File: config.mk
export PLATFORM = sky130hd
export DESIGN_NAME = banco_de_registro_param_flat
export DESIGN_NICKNAME = d
export VERILOG_FILES = /design/src/rtl/banco_pkg.sv /design/src/rtl/banco_de_registro_param_if.sv /design/src/rtl/banco_limpieza_fsm.sv /design/src/rtl/banco_de_registro_param.sv /design/src/flat_wrapper.sv
export SDC_FILE = /design/constraint.sdc
export NUM_CORES = 2
export LEC_CHECK = 0
export ABC_CLOCK_PERIOD_IN_PS = 46700
export CORE_MARGIN = 4
export CORE_UTILIZATION = 45
export DETAILED_ROUTE_END_ITERATION = 8
export PLACE_DENSITY_LB_ADDON = 0.08
export SLEW_MARGIN = 0
export SYNTH_ARGS = -nofsm -noshare
export SYNTH_HDL_FRONTEND = slang
export SYNTH_HIERARCHICAL = 1
export SYNTH_SLANG_ARGS = --single-unit
export TNS_END_PERCENT = 30
File: constraint.sdc
create_clock -name clk -period 46.7 [get_ports clk]
set_input_delay 7.005 -clock clk [delete_from_list [all_inputs] [get_ports clk]]
set_output_delay 7.005 -clock clk [all_outputs]
set_load 0.05 [all_outputs]
File: src/rtl/banco_pkg.sv
// rtl/banco_pkg.sv - shared FSM encoding and default sizes for the register bank
package banco_pkg;

    typedef enum logic {
        REPOSO    = 1'b0,
        LIMPIANDO = 1'b1
    } estado_t;

    localparam int ANCHO_DEF       = 32;
    localparam int PROFUNDIDAD_DEF = 32;

endpackage

File: src/rtl/banco_de_registro_param_if.sv
// rtl/banco_de_registro_param_if.sv - write/read/clear bus of the register bank
interface banco_de_registro_param_if #(
    parameter int ANCHO = 32,
    parameter int DIR_W = 5
);
    logic             we;
    logic [DIR_W-1:0] direccion;
    logic [ANCHO-1:0] dato;
    logic             rd_en_1;
    logic [DIR_W-1:0] dato_1;
    logic             rd_en_2;
    logic [DIR_W-1:0] dato_2;
    logic             limpiar;
    logic [ANCHO-1:0] salida_1;
    logic [ANCHO-1:0] salida_2;
    logic             valido_1;
    logic             valido_2;
    logic             ocupado;

    modport master (
        output we, direccion, dato, rd_en_1, dato_1, rd_en_2, dato_2, limpiar,
        input  salida_1, salida_2, valido_1, valido_2, ocupado
    );

    modport slave (
        input  we, direccion, dato, rd_en_1, dato_1, rd_en_2, dato_2, limpiar,
        output salida_1, salida_2, valido_1, valido_2, ocupado
    );
endinterface

File: src/rtl/banco_limpieza_fsm.sv
// rtl/banco_limpieza_fsm.sv - bulk-clear sequencer, zeroes one address per cycle
module banco_limpieza_fsm
    import banco_pkg::*;
#(
    parameter int PROFUNDIDAD = PROFUNDIDAD_DEF,
    parameter int DIR_W       = $clog2(PROFUNDIDAD)
) (
    input  logic             clk,
    input  logic             rst,
    input  logic             limpiar,
    output logic             ocupado,
    output logic             clr_we,
    output logic [DIR_W-1:0] clr_dir
);
    localparam logic [DIR_W-1:0] ULTIMA = DIR_W'(PROFUNDIDAD - 1);

    estado_t          estado_q, estado_d;
    logic [DIR_W-1:0] cnt_q, cnt_d;
    logic             ocupado_q, ocupado_d;

    always_ff @(posedge clk or posedge rst) begin
        if (rst) begin
            estado_q  <= REPOSO;
            cnt_q     <= '0;
            ocupado_q <= 1'b0;
        end else begin
            estado_q  <= estado_d;
            cnt_q     <= cnt_d;
            ocupado_q <= ocupado_d;
        end
    end

    // limpiar is only looked at in REPOSO, so repeated pulses never restart the walk
    always_comb begin
        estado_d  = estado_q;
        cnt_d     = cnt_q;
        ocupado_d = ocupado_q;
        clr_we    = 1'b0;
        case (estado_q)
            REPOSO: begin
                if (limpiar) begin
                    estado_d  = LIMPIANDO;
                    cnt_d     = '0;
                    ocupado_d = 1'b1;
                end
            end
            LIMPIANDO: begin
                clr_we = 1'b1;
                if (cnt_q == ULTIMA) begin
                    estado_d  = REPOSO;
                    cnt_d     = '0;
                    ocupado_d = 1'b0;
                end else begin
                    cnt_d = cnt_q + 1'b1;
                end
            end
        endcase
    end

    assign ocupado = ocupado_q;
    assign clr_dir = cnt_q;

endmodule

File: src/rtl/banco_de_registro_param.sv
// rtl/banco_de_registro_param.sv - parametrised register bank, 1 write / 2 registered reads
module banco_de_registro_param
    import banco_pkg::*;
#(
    parameter int ANCHO       = ANCHO_DEF,
    parameter int PROFUNDIDAD = PROFUNDIDAD_DEF,
    parameter bit CERO_FIJO   = 1'b1
) (
    input  logic                       clk,
    input  logic                       rst,
    banco_de_registro_param_if.slave   bus
);
    localparam int               DIR_W    = $clog2(PROFUNDIDAD);
    localparam logic [DIR_W:0]   PROF_EXT = (DIR_W + 1)'(PROFUNDIDAD);

    logic [ANCHO-1:0] mem_q [PROFUNDIDAD];
    logic [ANCHO-1:0] mem_d [PROFUNDIDAD];
    logic [ANCHO-1:0] salida_q [2];
    logic [ANCHO-1:0] salida_d [2];
    logic             valido_q [2];
    logic             valido_d [2];
    logic [DIR_W-1:0] rd_dir [2];
    logic             rd_en [2];

    logic             ocupado;
    logic             clr_we;
    logic [DIR_W-1:0] clr_dir;
    logic             escritura_ok;

    banco_limpieza_fsm #(
        .PROFUNDIDAD (PROFUNDIDAD),
        .DIR_W       (DIR_W)
    ) u_limpieza (
        .clk     (clk),
        .rst     (rst),
        .limpiar (bus.limpiar),
        .ocupado (ocupado),
        .clr_we  (clr_we),
        .clr_dir (clr_dir)
    );

    function automatic logic en_rango(input logic [DIR_W-1:0] a);
        return {1'b0, a} < PROF_EXT;
    endfunction

    // a limpiar edge in REPOSO also drops the write
    assign escritura_ok = bus.we && !ocupado && !bus.limpiar && en_rango(bus.direccion)
                          && !(CERO_FIJO && (bus.direccion == '0));

    assign rd_dir = '{bus.dato_1, bus.dato_2};
    assign rd_en  = '{bus.rd_en_1, bus.rd_en_2};

    always_comb begin
        mem_d = mem_q;
        if (clr_we) begin
            mem_d[clr_dir] = '0;
        end else if (escritura_ok) begin
            mem_d[bus.direccion] = bus.dato;
        end
    end

    // write-first: an accepted write to the read address bypasses the array
    always_comb begin
        for (int p = 0; p < 2; p++) begin
            salida_d[p] = salida_q[p];
            valido_d[p] = rd_en[p];
            if (rd_en[p]) begin
                if (ocupado || !en_rango(rd_dir[p]) || (CERO_FIJO && (rd_dir[p] == '0))) begin
                    salida_d[p] = '0;
                end else if (escritura_ok && (rd_dir[p] == bus.direccion)) begin
                    salida_d[p] = bus.dato;
                end else begin
                    salida_d[p] = mem_q[rd_dir[p]];
                end
            end
        end
    end

    always_ff @(posedge clk or posedge rst) begin
        if (rst) begin
            mem_q    <= '{default: '0};
            salida_q <= '{default: '0};
            valido_q <= '{default: 1'b0};
        end else begin
            mem_q    <= mem_d;
            salida_q <= salida_d;
            valido_q <= valido_d;
        end
    end

    assign bus.salida_1 = salida_q[0];
    assign bus.salida_2 = salida_q[1];
    assign bus.valido_1 = valido_q[0];
    assign bus.valido_2 = valido_q[1];
    assign bus.ocupado  = ocupado;

endmodule

File: src/flat_wrapper.sv
// flat-port wrapper written by rule: the top's interface ports become plain ports
module banco_de_registro_param_flat import banco_pkg::*;
#(
    parameter int ANCHO       = ANCHO_DEF,
    parameter int PROFUNDIDAD = PROFUNDIDAD_DEF,
    parameter bit CERO_FIJO   = 1'b1
)
  (clk, rst, bus_we, bus_direccion, bus_dato, bus_rd_en_1, bus_dato_1, bus_rd_en_2, bus_dato_2, bus_limpiar, bus_salida_1, bus_salida_2, bus_valido_1, bus_valido_2, bus_ocupado);
  banco_de_registro_param_if #(.ANCHO(ANCHO), .DIR_W(5)) bus_i ();
  input  logic clk;
  input  logic rst;
  input wire logic [$bits(bus_i.we)-1:0] bus_we;
  input wire logic [$bits(bus_i.direccion)-1:0] bus_direccion;
  input wire logic [$bits(bus_i.dato)-1:0] bus_dato;
  input wire logic [$bits(bus_i.rd_en_1)-1:0] bus_rd_en_1;
  input wire logic [$bits(bus_i.dato_1)-1:0] bus_dato_1;
  input wire logic [$bits(bus_i.rd_en_2)-1:0] bus_rd_en_2;
  input wire logic [$bits(bus_i.dato_2)-1:0] bus_dato_2;
  input wire logic [$bits(bus_i.limpiar)-1:0] bus_limpiar;
  output wire logic [$bits(bus_i.salida_1)-1:0] bus_salida_1;
  output wire logic [$bits(bus_i.salida_2)-1:0] bus_salida_2;
  output wire logic [$bits(bus_i.valido_1)-1:0] bus_valido_1;
  output wire logic [$bits(bus_i.valido_2)-1:0] bus_valido_2;
  output wire logic [$bits(bus_i.ocupado)-1:0] bus_ocupado;
  assign bus_i.we = bus_we;
  assign bus_i.direccion = bus_direccion;
  assign bus_i.dato = bus_dato;
  assign bus_i.rd_en_1 = bus_rd_en_1;
  assign bus_i.dato_1 = bus_dato_1;
  assign bus_i.rd_en_2 = bus_rd_en_2;
  assign bus_i.dato_2 = bus_dato_2;
  assign bus_i.limpiar = bus_limpiar;
  assign bus_salida_1 = bus_i.salida_1;
  assign bus_salida_2 = bus_i.salida_2;
  assign bus_valido_1 = bus_i.valido_1;
  assign bus_valido_2 = bus_i.valido_2;
  assign bus_ocupado = bus_i.ocupado;
  banco_de_registro_param #(.ANCHO(ANCHO), .PROFUNDIDAD(PROFUNDIDAD), .CERO_FIJO(CERO_FIJO)) u_core (.clk(clk), .rst(rst), .bus(bus_i));
endmodule
# [After elaboration in Yosys (flattened, before gate mapping)]
# Index checks and enable logic that the tools add are counted.
[word_totals] reg_bits=1097 output_inout_bits=67 word_cells=102
[classes] n_addsub=1 n_lt_le_gt_ge=6 eq_ne=5 muxes=27 bitwise=7 n_reduce_logical=17
[ops] op="1024-bit two-way mux" n=2
[ops] op="1024-bit bitwise AND" n=1
[ops] op="1024-bit bitwise mux" n=1
[ops] op="1024-bit inverter" n=1
[ops] op="32-bit binary-select mux with 5-bit select" n=2
[ops] op="32-bit demux with 5-bit select" n=2
[ops] op="32-bit two-way mux" n=10
[ops] op="6-bit greater-or-equal comparator (second input constant)" n=4
[ops] op="5-bit inverter with 6-bit output" n=4
[ops] op="5-bit zero test" n=3
[ops] op="6-bit by 1-bit < comparator with 1-bit output (second input constant)" n=2
[ops] op="5-bit equality test" n=2
[ops] op="5-bit two-way mux" n=2
[ops] op="5-bit case mux with 2 select lines" n=1
[ops] op="1-bit logical AND" n=7
[ops] op="5-bit by 1-bit adder with 5-bit output (second input constant)" n=1
[ops] op="5-bit equality test (second input constant)" n=1
[ops] op="1-bit two-way mux" n=5
[ops] op="1-bit case mux with 2 select lines" n=2
[ops] op="1-bit zero test" n=3
[ops] op="1-bit logical OR" n=2
[ops] op="2-bit by 1-bit != test with 1-bit output (second input constant)" n=1
[ops] op="2-bit != test (second input constant)" n=1
[ops] op="2-bit AND reduction" n=1
[ops] op="other kinds (2)" n=2

# [Logic depth before layout (Yosys ltp)]
[logic_depth] depth_word=8 depth_mapped=9 mapped_depth_nobuf=6

# [Cells and area by module]
# The synthesis kept the hierarchy.
[by_module_without_submodules] mod="banco_de_registro_param" instances=1 cells_per_inst=4210 area_each_um2=54666.2 seq_area_each_um2=27276.2
[by_module_without_submodules] mod="banco_limpieza_fsm" instances=1 cells_per_inst=34 area_each_um2=337.8 seq_area_each_um2=175.2

# [Worst setup path after synthesis]
# Ideal clock, no wire load.
[synth_timing] kind="input to register" start="in bus_dato_2[2]" end="reg u_core.salida_q, in the netlist u_core/bus.salida_2[7]" setup_ns=0.126 t_arrival_ns=8.677 required_ns=46.574 path_slack_ns=37.897 stages=8 path_buffers=4 path_cell_list="buf_2 -> buf_4 -> buf_2 -> buf_1 -> mux4_2 -> o22ai_1 -> nor3_1 -> a221o_1"
[synth_between] elab_chain_cells=6 elab_cells_between_ends=10 cone_classes="1 x eq/ne; 5 x mux; 1 x bitwise; 3 x reduce/logical"
[synth_rtl] element="start: declaration" line_no="flat_wrapper.sv:18" rtl="input wire logic [$bits(bus_i.dato_2)-1:0] bus_dato_2;"
[synth_rtl] element="5-bit inverter with 6-bit output (not written as such)" line_no="banco_de_registro_param.sv:73" rtl="salida_d[p] = mem_q[rd_dir[p]];"
[synth_rtl] element="32-bit binary-select mux with 5-bit select" line_no="banco_de_registro_param.sv:73"
[synth_rtl] element="32-bit two-way mux (not written as such) (2 in a row)" line_no="banco_de_registro_param.sv:73"
[synth_rtl] element="32-bit two-way mux" line_no="banco_de_registro_param.sv:70" rtl="end else if (escritura_ok && (rd_dir[p] == bus.direccion)) begin"
[synth_rtl] element="32-bit two-way mux *" line_no="banco_de_registro_param.sv:68" rtl="if (ocupado || !en_rango(rd_dir[p]) || (CERO_FIJO && (rd_dir[p] == '0))) begin"
[synth_rtl] element="end signal: assignment" line_no="banco_de_registro_param.sv:86" rtl="salida_q <= salida_d;"
[synth_rtl] element="end: declaration" line_no="banco_de_registro_param.sv:18" rtl="logic [ANCHO-1:0] salida_q [2];"
# Mark *: on every way between the ends. The rest lies on a longest branch, timed or not. The select of a mux whose other input is x is not followed.
# A chain may end at the register's enable or synchronous reset.

# [Worst setup path in the final report]
[layout_timing] start="in bus_dato_2[2]" end="reg u_core.salida_q, in the netlist u_core/bus.salida_2[28]"
# The elaborated chain is that of the path after synthesis.

==> results.py <==
metrics = {
    "synthesis": {
        "synthCells": 4244,
        "synth_area_leaders": "dfrtp_1, a22o_1, mux4_2",
        "syn_avg_cell_area_um2": 13.0,
        "yosys.area.top_type": "dfrtp_1",
        "synth_area_um2": 55000,
        "synth_top_cell_area_share_pct": 49.9,
        "synth_cell_types": 47,
        "synth_edf_count": 0,
        "synth-seq-cells": 1097,
        "synth.net_count": 4300,
        "yosysSeqAreaShare_pct": 49.9,
        "async_flop_share_pct": 100,
        "yosys_warnings": 6,
        "synthFlopType": "dfrtp_1",
    },
    "floorplanning": {
        "dieArea_um2": 128000,
        "initial_core_util_pct": 45.2,
        "ioPinCount": 120,
        "die_w_um": 358,
        "chipHeight_um": 358,
        "core_um2": 122000,
        "row_count": 128,
    },
    "grt": {
        "overflow": 0,
        "grt_pass1_wl_um": 321000,
        "grt_max_degree": 187,
        "antenna_found_initial": 8,
        "grt_usage_pct": 34.8,
        "grt_pass1_vias": 42199,
    },
    "routing": {
        "via_per_inst": 7.27,
        "drt-total-wl_um": 224000,
        "drc_errors": 0,
        "drtIter0Drc": 5942,
        "ant_nets": 0,
        "wl_per_cell_um": 38.4,
        "vias": 42446,
        "drt_pass1_iterations": 6,
    },
    "setup_path": {
        "cp.required_ns": 47.31,
        "cp_slowest_cell": "buf_4",
        "crit_path_max_fanout": 59,
        "start_kind": "input pin",
        "path_cells": "buf_8 > buf_4 > buf_4 > buf_4 > mux4_2 > o22ai_1 > nor3_1 > a221o_1",
        "worst-setup-path-type": "input pin to flop",
        "cp_slowest_stage_delay_ns": 0.89,
        "cpMostUsedCell": "buf_4",
        "endpoint_kind": "flop",
        "arrival_ns": 11.24,
    },
    "pwr": {
        "power_mw": 2.41,
        "powerDensity_nw_per_um2": 38.8,
        "vdd_drop_max_mv": 0.0366,
        "cellLeakagePower_nw": 27.9,
    },
    "timing": {
        "finalSetupViolations": 0,
        "timing.final.crit_share_pct": 22.8,
        "worst_pin_slew_ns": 1.26,
        "fin_hold_ws_ns": 0.507,
        "fin_skew_ns": 0.0293,
        "hold_viol": 0,
        "setup_slack_ns": 36.06,
        "grt_setup_unrepaired": "no",
        "max_clock_freq_ghz": 0.0940,
        "tns_ns": 0,
        "period_minus_slack_ns": 10.64,
        "slew_viol_final": 0,
        "max_slew_margin_pct": 15.9,
    },
    "layout": {
        "syn_to_final_growth_pct": 13.1,
        "final_core_util_pct": 51.2,
        "drive_above_1_share_pct": 17.3,
        "nets": 4169,
    },
    "clocking": {
        "clock_path_buffers": 3,
        "htree_levels": 3,
        "cts_root_buffer": "clkbuf_16",
        "clock_latency_ns": 0.75,
        "post_cts_resized": 0,
        "cts_setup_buffers": 0,
        "cts_tree": "done",
        "cts_buffers": 120,
        "ctsHoldBuffers": 0,
        "worst_setup_hold_path_clk_slew_ns": 0.06,
        "numClockSinks": 1097,
    },
    "placed_design": {
        "dp_hpwl_um": 122000,
        "gp_congestion": 0.849,
        "dp_slack_ns": 35.35,
        "numPortBuffers": 119,
    },
    "run_status": {
        "outcome": "finished, final reports clean",
    },
    "worst_hold_path": {
        "hold_path_class": "flop to flop",
    },
    "job": {
        "cap_viol_max_count": 0,
    },
}
## synthesized netlist by cell type, types with 9 or more instances
library cell     n
a21oi_1         33
a221o_1         63
a22o_1         995
a22oi_1        251
and2_1          32
buf_1           36
buf_2          117
buf_4           10
clkbuf_1       377
dfrtp_1       1097
mux2i_1        504
mux4_2         260
nand2_1         15
nand3b_1         9
nand4_1         62
nor2_1          42
nor2b_1         62
nor3_1          65
o22ai_1        128
xnor2_1         11
## report_power, final
part / internal, mW / switching, mW
clock network: 0.585 / 0.411
registers: 0.976 / 0.0295
logic: 0.111 / 0.300
## kinds of logic after synthesis
group | count (synthesis) | share of synthesized area (%)
fa+ha+maj | 3 | 0.0682
buf+inv | 550 | 4.09
flops | 1097 | 49.9
xor+xnor | 11 | 0.175
compound gates | 1483 | 22.3
simple gates | 336 | 3.60
mux | 764 | 19.8
## cell type report
class / count / area (um2)
repair buffers: 289 / 2510
clock inverters: 47 / 544
well taps: 1625 / 2030
clock buffers: 172 / 3550
fillers: 10308 / 59300
flip-flops and latches: 1097 / 27500
multi-input cells: 2597 / 26100
inverters: 8 / 37.5
diodes: 3 / 7.51
## path summary, 6_finish.rpt
| path | startpoint | end | slack, ns | cells past startpoint |
|---|---|---|---|---|
| min in group asynchronous | rst | u_core/u_limpieza/clr_dir[0]$_DFFE_PP0P_ | 6.73 | 2 |
| setup reg to reg | u_core/u_limpieza/ocupado$_DFFE_PP0P_ | u_core/mem_q[477]$_DFFE_PP0P_ | 42.51 | 7 |
| hold reg to reg | u_core/mem_q[1013]$_DFFE_PP0P_ | u_core/mem_q[1013]$_DFFE_PP0P_ | 0.51 | 1 |
| setup / recovery | bus_dato_2[2] | u_core/bus.salida_2[28]$_DFFE_PP0P_ | 36.06 | 8 |
| hold / removal | u_core/mem_q[1013]$_DFFE_PP0P_ | u_core/mem_q[1013]$_DFFE_PP0P_ | 0.51 | 1 |
| max in group asynchronous | rst | u_core/mem_q[18]$_DFFE_PP0P_ | 36.77 | 5 |
## state kept, by name, summed over array words and instances, names as in the netlist
signal and flops:
u_core/u_limpieza/ocupado 1, u_core/bus.valido_1 1, u_core/bus.salida_1 32, u_core/u_limpieza/clr_dir 5
u_core/u_limpieza/estado_q 1, u_core/mem_q 1024, u_core/bus.salida_2 32, u_core/bus.valido_2 1
## critical path: cells and delay by family
kind                   cells  cell delay (ns)
muxes                      1             0.59
buffers and inverters      4             2.89
AOI/OAI and AO/OA          2             0.49
and+or+nand+nor            1             0.09
## cells in the final DEF (no fill, tap or decap), types with 7 or more instances in the layout
cell type,synthesis,routed
dfrtp_1,1097,1097
a22o_1,995,995
mux2i_1,504,504
mux4_2,260,260
a22oi_1,251,251
buf_4,10,167
o22ai_1,128,128
clkbuf_16,0,122
clkdlybuf4s50_1,0,113
nor3_1,65,65
a221o_1,63,63
nand4_1,62,62
nor2b_1,62,62
clkbuf_8,0,33
a21oi_4,0,32
and2_1,32,32
nor2_4,0,31
clkinv_2,0,28
clkbuf_1,377,19
nand2_1,15,12
bufinv_16,0,11
nor2_1,42,11
xnor2_1,11,11
nand3b_1,9,9
inv_1,8,7
## metal layers
metal | vias up | part of all wire [%] | global-route usage, %
li1 | 16749 | - | -
met5 | - | 0 | 0
met3 | 527 | 12 | 11.0
met1 | 22526 | 41 | 50.1
met4 | 0 | 4.0 | 11.9
met2 | 2644 | 43 | 50.1
## through the flow
step,area (um2),std cells
6_report,62200,5838
5_1_grt,62200,5835
4_1_cts,62200,5835
3_5_place_dp,58100,5616
3_3_place_gp,58100,5616
2_1_floorplan,55000,4244
No activity file was read; power rests on OpenSTA's default activity.
